$ cat config.mk
export PLATFORM = sky130hd
export DESIGN_NAME = cordic_phase_gen
export DESIGN_NICKNAME = d
export VERILOG_FILES = /design/src/rtl/cordic_phase_gen.sv
export SDC_FILE = /design/constraint.sdc
export NUM_CORES = 1
export LEC_CHECK = 0
export ABC_CLOCK_PERIOD_IN_PS = 7300
export CAP_MARGIN = 10
export CORE_MARGIN = 3
export CORE_UTILIZATION = 55
export CTS_CLUSTER_DIAMETER = 80
export CTS_CLUSTER_SIZE = 30
export DETAILED_ROUTE_END_ITERATION = 10
export PLACE_DENSITY = 0.78
export SETUP_SLACK_MARGIN = 0.05
export SYNTH_ARGS = -nofsm -noshare
export SYNTH_HDL_FRONTEND = slang
export SYNTH_SLANG_ARGS = --single-unit
$ cat constraint.sdc
create_clock -name clk -period 7.3 [get_ports clk]
set_input_delay 1.46 -clock clk [delete_from_list [all_inputs] [get_ports clk]]
set_output_delay 1.46 -clock clk [all_outputs]
set_load 0.005 [all_outputs]
$ cat src/rtl/cordic_phase_gen.sv
// Phase-accumulator front end for the CORDIC rotation pipeline: folds the phase into
// the convergence range by quadrant pre-rotation and tracks sample validity through the CORDIC latency.
module cordic_phase_gen #(
  parameter int unsigned WIDTH      = 16,
  parameter int unsigned PHASE_W    = 32,
  parameter int unsigned CORDIC_LAT = 17,
  parameter int unsigned HALF_PI    = 25736
) (
  input  logic               clk,
  input  logic               reset,
  input  logic               enable,
  input  logic               phase_clr,
  input  logic [PHASE_W-1:0] fcw_in,
  input  logic               fcw_load,
  input  logic [PHASE_W-1:0] phase_off,
  input  logic [WIDTH-1:0]   amp_in,
  output logic [WIDTH-1:0]   x_in,
  output logic [WIDTH-1:0]   y_in,
  output logic [WIDTH-1:0]   angle_in,
  output logic               out_valid,
  output logic               cordic_valid
);

  localparam int unsigned RES_W  = PHASE_W - 2;
  localparam int unsigned PROD_W = RES_W + WIDTH;

  localparam logic [PHASE_W-1:0]       EIGHTH    = PHASE_W'(1) << (PHASE_W - 3);
  localparam logic signed [PROD_W-1:0] HALF_PI_P = PROD_W'(HALF_PI);
  localparam logic signed [WIDTH-1:0]  AMP_MAX   = {1'b0, {(WIDTH-1){1'b1}}};
  localparam logic signed [WIDTH-1:0]  AMP_MIN   = {1'b1, {(WIDTH-1){1'b0}}};

  logic [PHASE_W-1:0]      fcw;
  logic [PHASE_W-1:0]      acc;
  logic                    v1;
  logic [1:0]              q1;
  logic signed [RES_W-1:0] res1;
  logic signed [WIDTH-1:0] amp1;
  logic [CORDIC_LAT-1:0]   dly;

  logic [PHASE_W-1:0]      rot_c;
  logic signed [RES_W-1:0] res_c;
  logic signed [WIDTH-1:0] neg_c;
  logic signed [WIDTH-1:0] x_c;
  logic signed [WIDTH-1:0] y_c;
  logic signed [WIDTH-1:0] angle_c;

  // Offsetting by an eighth turn centres each quadrant's residual on zero.
  always_comb begin
    rot_c = acc + phase_off + EIGHTH;
    res_c = {~rot_c[PHASE_W-3], rot_c[PHASE_W-4:0]};
  end

  // Residual scaled to CORDIC angle units; the arithmetic shift floors toward -inf.
  always_comb begin
    angle_c = WIDTH'((PROD_W'(res1) * HALF_PI_P) >>> RES_W);
  end

  // Quadrant pre-rotation with saturating negation of the most negative amplitude.
  always_comb begin
    neg_c = (amp1 == AMP_MIN) ? AMP_MAX : -amp1;
    x_c   = '0;
    y_c   = '0;
    case (q1)
      2'd0:    x_c = amp1;
      2'd1:    y_c = amp1;
      2'd2:    x_c = neg_c;
      default: y_c = neg_c;
    endcase
  end

  // Frequency word and phase accumulator; clear wins over enable.
  always_ff @(posedge clk or negedge reset) begin
    if (!reset) begin
      fcw <= '0;
      acc <= '0;
    end else begin
      if (fcw_load) fcw <= fcw_in;
      if (phase_clr)   acc <= '0;
      else if (enable) acc <= acc + fcw;
    end
  end

  // Stage 1: quadrant and residual capture from the pre-update accumulator.
  always_ff @(posedge clk or negedge reset) begin
    if (!reset) begin
      v1   <= 1'b0;
      q1   <= '0;
      res1 <= '0;
      amp1 <= '0;
    end else begin
      v1   <= enable;
      q1   <= rot_c[PHASE_W-1:PHASE_W-2];
      res1 <= res_c;
      amp1 <= amp_in;
    end
  end

  // Stage 2: registered CORDIC inputs, updated every cycle and qualified by out_valid.
  always_ff @(posedge clk or negedge reset) begin
    if (!reset) begin
      x_in      <= '0;
      y_in      <= '0;
      angle_in  <= '0;
      out_valid <= 1'b0;
    end else begin
      x_in      <= x_c;
      y_in      <= y_c;
      angle_in  <= angle_c;
      out_valid <= v1;
    end
  end

  // Valid sideband matched to the CORDIC pipeline depth.
  always_ff @(posedge clk or negedge reset) begin
    if (!reset) begin
      dly <= '0;
    end else begin
      dly <= {dly[CORDIC_LAT-2:0], out_valid};
    end
  end

  assign cordic_valid = dly[CORDIC_LAT-1];

endmodule

# Word-level counts from Yosys, hierarchy flattened
# Cells that the tools add are included.
# Widths: inputs -> output; s select.
# classes
n_addsub	4
multipliers	1
n_eq_ne	3
n_mux	5
bitwise_logic	1
n_reduce_logical	3
# ops
operator	n
$add 32x32->32	2
$mux 32	2
$pmux 16 s2	2
$mul 30x13->43 const B	1
$add 32x30->32 const B	1
$eq 16x16->1 const B	1
$mux 16	1
$neg 16->16	1
$eq 2x1->1 const B	1
$eq 2x2->1 const B	1
$logic_not 2->1	1
$reduce_bool 2->1	1
$reduce_or 2->1	1
$not 1->1	1
# word_totals
reg_bits	179
output_inout_bits	50

# Longest topological paths before layout
# depth
word_depth	3
depth_mapped	19
depth_no_buf	19

# Worst setup path before layout
# No wires, ideal clock.
# synth_path
path_type	register to register
start	register res1[6]
end	register angle_in[14]
setup_ns	0.080
arrival_time_ns	5.204
required_time_ns	7.220
path_slack_ns	2.016
path_stages_with_launch	18
path_buffers	0
synth_period_minus_slack_ns	5.284
path_cell_list	dfrtp_1 -> ha_1 -> fa_1 -> fa_1 -> fa_1 -> ha_1 -> ha_1 -> a21o_1 -> a221o_1 -> a221oi_2 -> o211ai_2 -> a41o_1 -> a41o_1 -> a31o_1 -> a221o_1 -> or2_1 -> a21oi_2 -> xnor2_1
# synth_via
elab_chain_cells	1
# synth_lines
element	line	rtl
start: declaration	36	logic signed [RES_W-1:0] res1;
start signal: assignment	93	res1 <= res_c;
$mul 30x13->43	55	angle_c = WIDTH'((PROD_W'(res1) * HALF_PI_P) >>> RES_W);
net angle_c[14]	45	logic signed [WIDTH-1:0] angle_c;
end signal: assignment	108	angle_in <= angle_c;
end: declaration	19	output logic [WIDTH-1:0] angle_in,
# The timed path passes the listed nets, and every way through them passes these cells.
# A chain may end at the register's enable or synchronous reset.

# Worst setup path after layout
# layout_path
start	register res1[5]
end	register angle_in[14]
# Same word-level chain as after synthesis.

==> impl_metrics.csv <==
group,metric,value,unit
clocking,hold_buffers,0,
sta,slew_headroom,26.8,%
critical_path,critPathLaunch,"res1[5]$_DFF_PN0_",
sta,fin_tns_setup,0,ns
route,final_antenna_net_count,0,
logic_synthesis,synth_mux_area_share,5.63,%
sta,slew_violations,0,
die,start_util,56.9,%
logic_synthesis,synth_top_family_by_area,"adder cells",
clocking,cts_tree,"built",
route,drt-total-wl,27100,um
die,rows,55,
critical_path,crit_path_max_fanout,5,
logic_synthesis,yosys_warnings,0,
route,detail_route.vias_per_cell,5.58,
logic_synthesis,synthXorXnorAreaFrac,5.87,%
route,initialDrtViolationCount,456,
grt,gr-total-overflow,0,
logic_synthesis,syn_avg_cell_area,11.2,sq um
clocking,cts-htree-levels,4,
route,post_drt_wl_per_cell,16.6,um
critical_path,arrival,5.96,ns
route,drt_pass1_iterations,4,
grt,grt_pass1_vias,9230,
logic_synthesis,synth_most_common_cell,"ha_1",
logic_synthesis,synth_top_cell_area_share,34.1,%
critical_path,slowest_delay,0.54,ns
logic_synthesis,synthAdderAreaFrac,31.9,%
route,drc,0,
logic_synthesis,synth_compound_area_share,12.0,%
critical_path,start_kind,"flip-flop",
finish,insertedDiodeCount,0,
logic_synthesis,yosysTopAreaCell,"dfrtp_1",
sta,finalCriticalPeriod,5.60,ns
die,core_area,23100,sq um
grt,grt_usage,21.7,%
logic_synthesis,yosys.area_share.simple,8.44,%
logic_synthesis,synth_ff_type,"dfrtp_1",
critical_path,worst_ep_required_time,7.66,ns
die,die_y,160,um
min_path,hold_class,"reg2reg",
clocking,clkLatencyLatePin,0.44,ns
logic_synthesis,syn_inst,1172,
clocking,cts_buffers,17,
logic_synthesis,yosysUniqueCellTypes,64,
finish,areaGrowthSynthToFinish,17.5,%
critical_path,slowest_stage,"fa_1",
critical_path,path_cells,"ha_1 -> fa_1 -> fa_1 -> fa_1 -> ha_1 -> ha_1 -> a21o_1 -> a221o_1 -> a221oi_2 -> o211ai_2 -> a41o_1 -> a41o_1 -> a31o_1 -> a221o_1 -> or2_1 -> a21oi_2 -> xnor2_1",
grt,antenna_found_initial,0,
sta,skew,0.0157,ns
sta,hold_viol,0,
sta,worst_pin_slew,1.10,ns
finish,final_nets,1679,
place,portBuffers,134,
sta,setup_viol,0,
clocking,clock-sinks,179,
finish,layout-drive-gt1-share,6.74,%
clocking,cts_root_buf,"clkbuf_16",
clocking,cts_resized,0,
die,pin_count,135,
logic_synthesis,syn_nets,1544,
logic_synthesis,async_flop_share,100,%
clocking,clkSlewWorstSetupHoldPaths,0.08,ns
logic_synthesis,synth_edf_count,0,
route,num_vias,9115,
place,finalWeightedCongestion,0.860,
critical_path,end_kind,"flip-flop",
grt,grt_max_degree,124,
clocking,cts_buffer_depth,2,
sta,rsz0062_at_grt,"false",
critical_path,worstReg2RegStart,"res1[5]$_DFF_PN0_",
die,die_x,160,um
flow_run,drv_cap,0,
sta,finalCritPeriodShare,76.8,%
logic_synthesis,ys_ff_latch,179,
logic_synthesis,synth_area_leaders,"dfrtp_1 34%, ha_1 20%, fa_1 12%",
sta,fmax,178,MHz
clocking,cts_setup_buffers,0,
sta,whs,0.349,ns
die,die_area,25800,sq um
critical_path,path_class,"reg2reg",
grt,grt_pass1_wl,45100,um
place,hpwlAfterDp,21000,um
min_path,worstHoldStart,"dly[14]$_DFF_PN0_",
logic_synthesis,synth-seq-area-share,34.1,%
logic_synthesis,synth_common_cells,"208 x ha_1, 179 x dfrtp_1, 100 x nor2_1, 79 x fa_1, 66 x a21oi_1",
logic_synthesis,mappedNetlistArea,13100,sq um
run_status,status,"finished, final reports clean",
## cells by family (layout without fill, tap and decap cells)
kind of cell             Yosys count  count (layout)
buffers and inverters             72             220
AND/OR/NAND/NOR                  237             237
multiplexers                      69              69
XOR/XNOR                          88              88
adder cells (fa/ha/maj)          287             287
AO/OA/AOI/OAI                    240             240
flip-flops                       179             179
## path summary, 6_finish.rpt
| check | endpoint | slack [ns] | depth (start not counted) |
|---|---|---|---|
| min in group asynchronous | acc[26]$_DFFE_PN0P_ | 1.21 | 1 |
| max in group asynchronous | fcw[19]$_DFFE_PN0P_ | 4.78 | 2 |
| min | dly[15]$_DFF_PN0_ | 0.35 | 0 |
| max reg2reg | angle_in[14]$_DFF_PN0_ | 1.70 | 17 |
| min reg2reg | dly[15]$_DFF_PN0_ | 0.35 | 0 |
| max | angle_in[14]$_DFF_PN0_ | 1.70 | 17 |
## per-layer routing
metal | vias to the layer above | share of wire, % | global-route usage, %
met5 | - | 0 | 0
met4 | 0 | 1.1 | 4.34
met3 | 21 | 3.5 | 3.82
met2 | 158 | 50 | 37.4
met1 | 4495 | 46 | 29.1
li1 | 4441 | - | -
## registers in the layout, indices dropped and copies added (netlist names)
signal     count
q1             2
amp1          16
v1             1
y_in          16
res1          30
fcw           32
acc           32
x_in          16
dly           17
angle_in      16
out_valid      1
## metrics by stage
step | std cells | instance area (sq um) | utilization [%] | setup slack, ns
floorplan | 1172 | 13100 | - | 2.02
global placement | 1601 | 14800 | 64.2 | 1.79
detailed placement | 1601 | 14800 | 64.2 | 1.68
CTS | 1633 | 15400 | 66.9 | 1.66
global route | 1633 | 15400 | 66.9 | 1.41
finish | 1633 | 15400 | 66.9 | 1.70
## worst max-delay path, delay by kind of cell, from the launching register on
kind	cells	cell delay, ns
xor gates and xnor gates	1	0.12
DFF	1	0.45
adders and majority gates	6	2.42
and+or+nand+nor	1	0.25
AOI/OAI and AO/OA	9	2.26
## layout by cell type, fill, tap and decap left out, types with 9 or more instances in the layout
cell             instances
and2_1                  14
inv_1                   50
o21a_1                  11
ha_1                   208
mux2_2                  39
nor2_1                 100
nand2b_1                13
a21oi_1                 66
o21bai_1                13
nand2_1                 46
nor3_1                   9
fa_1                    79
xor2_1                  26
nand3_1                 11
dfrtp_1                179
o21ai_0                 48
clkbuf_16               17
clkdlybuf4s50_1        131
mux2i_1                 30
or3_1                   11
nand4_1                 10
a21o_1                  38
xnor2_1                 62
## layout make-up
class                           instances  area [sq um]
Fill cell                            1754          7630
Clock buffer                           17           425
Clock inverter                         15           205
Inverter                               50           188
Timing Repair Buffer                  138          1360
Tap cell                              313           392
Multi-Input combinational cell        921          8370
Sequential cell                       179          4480
Power is left out: the tool's default activity adds up to more than one toggle a clock period on the data nets, which glitch-free logic cannot reach.
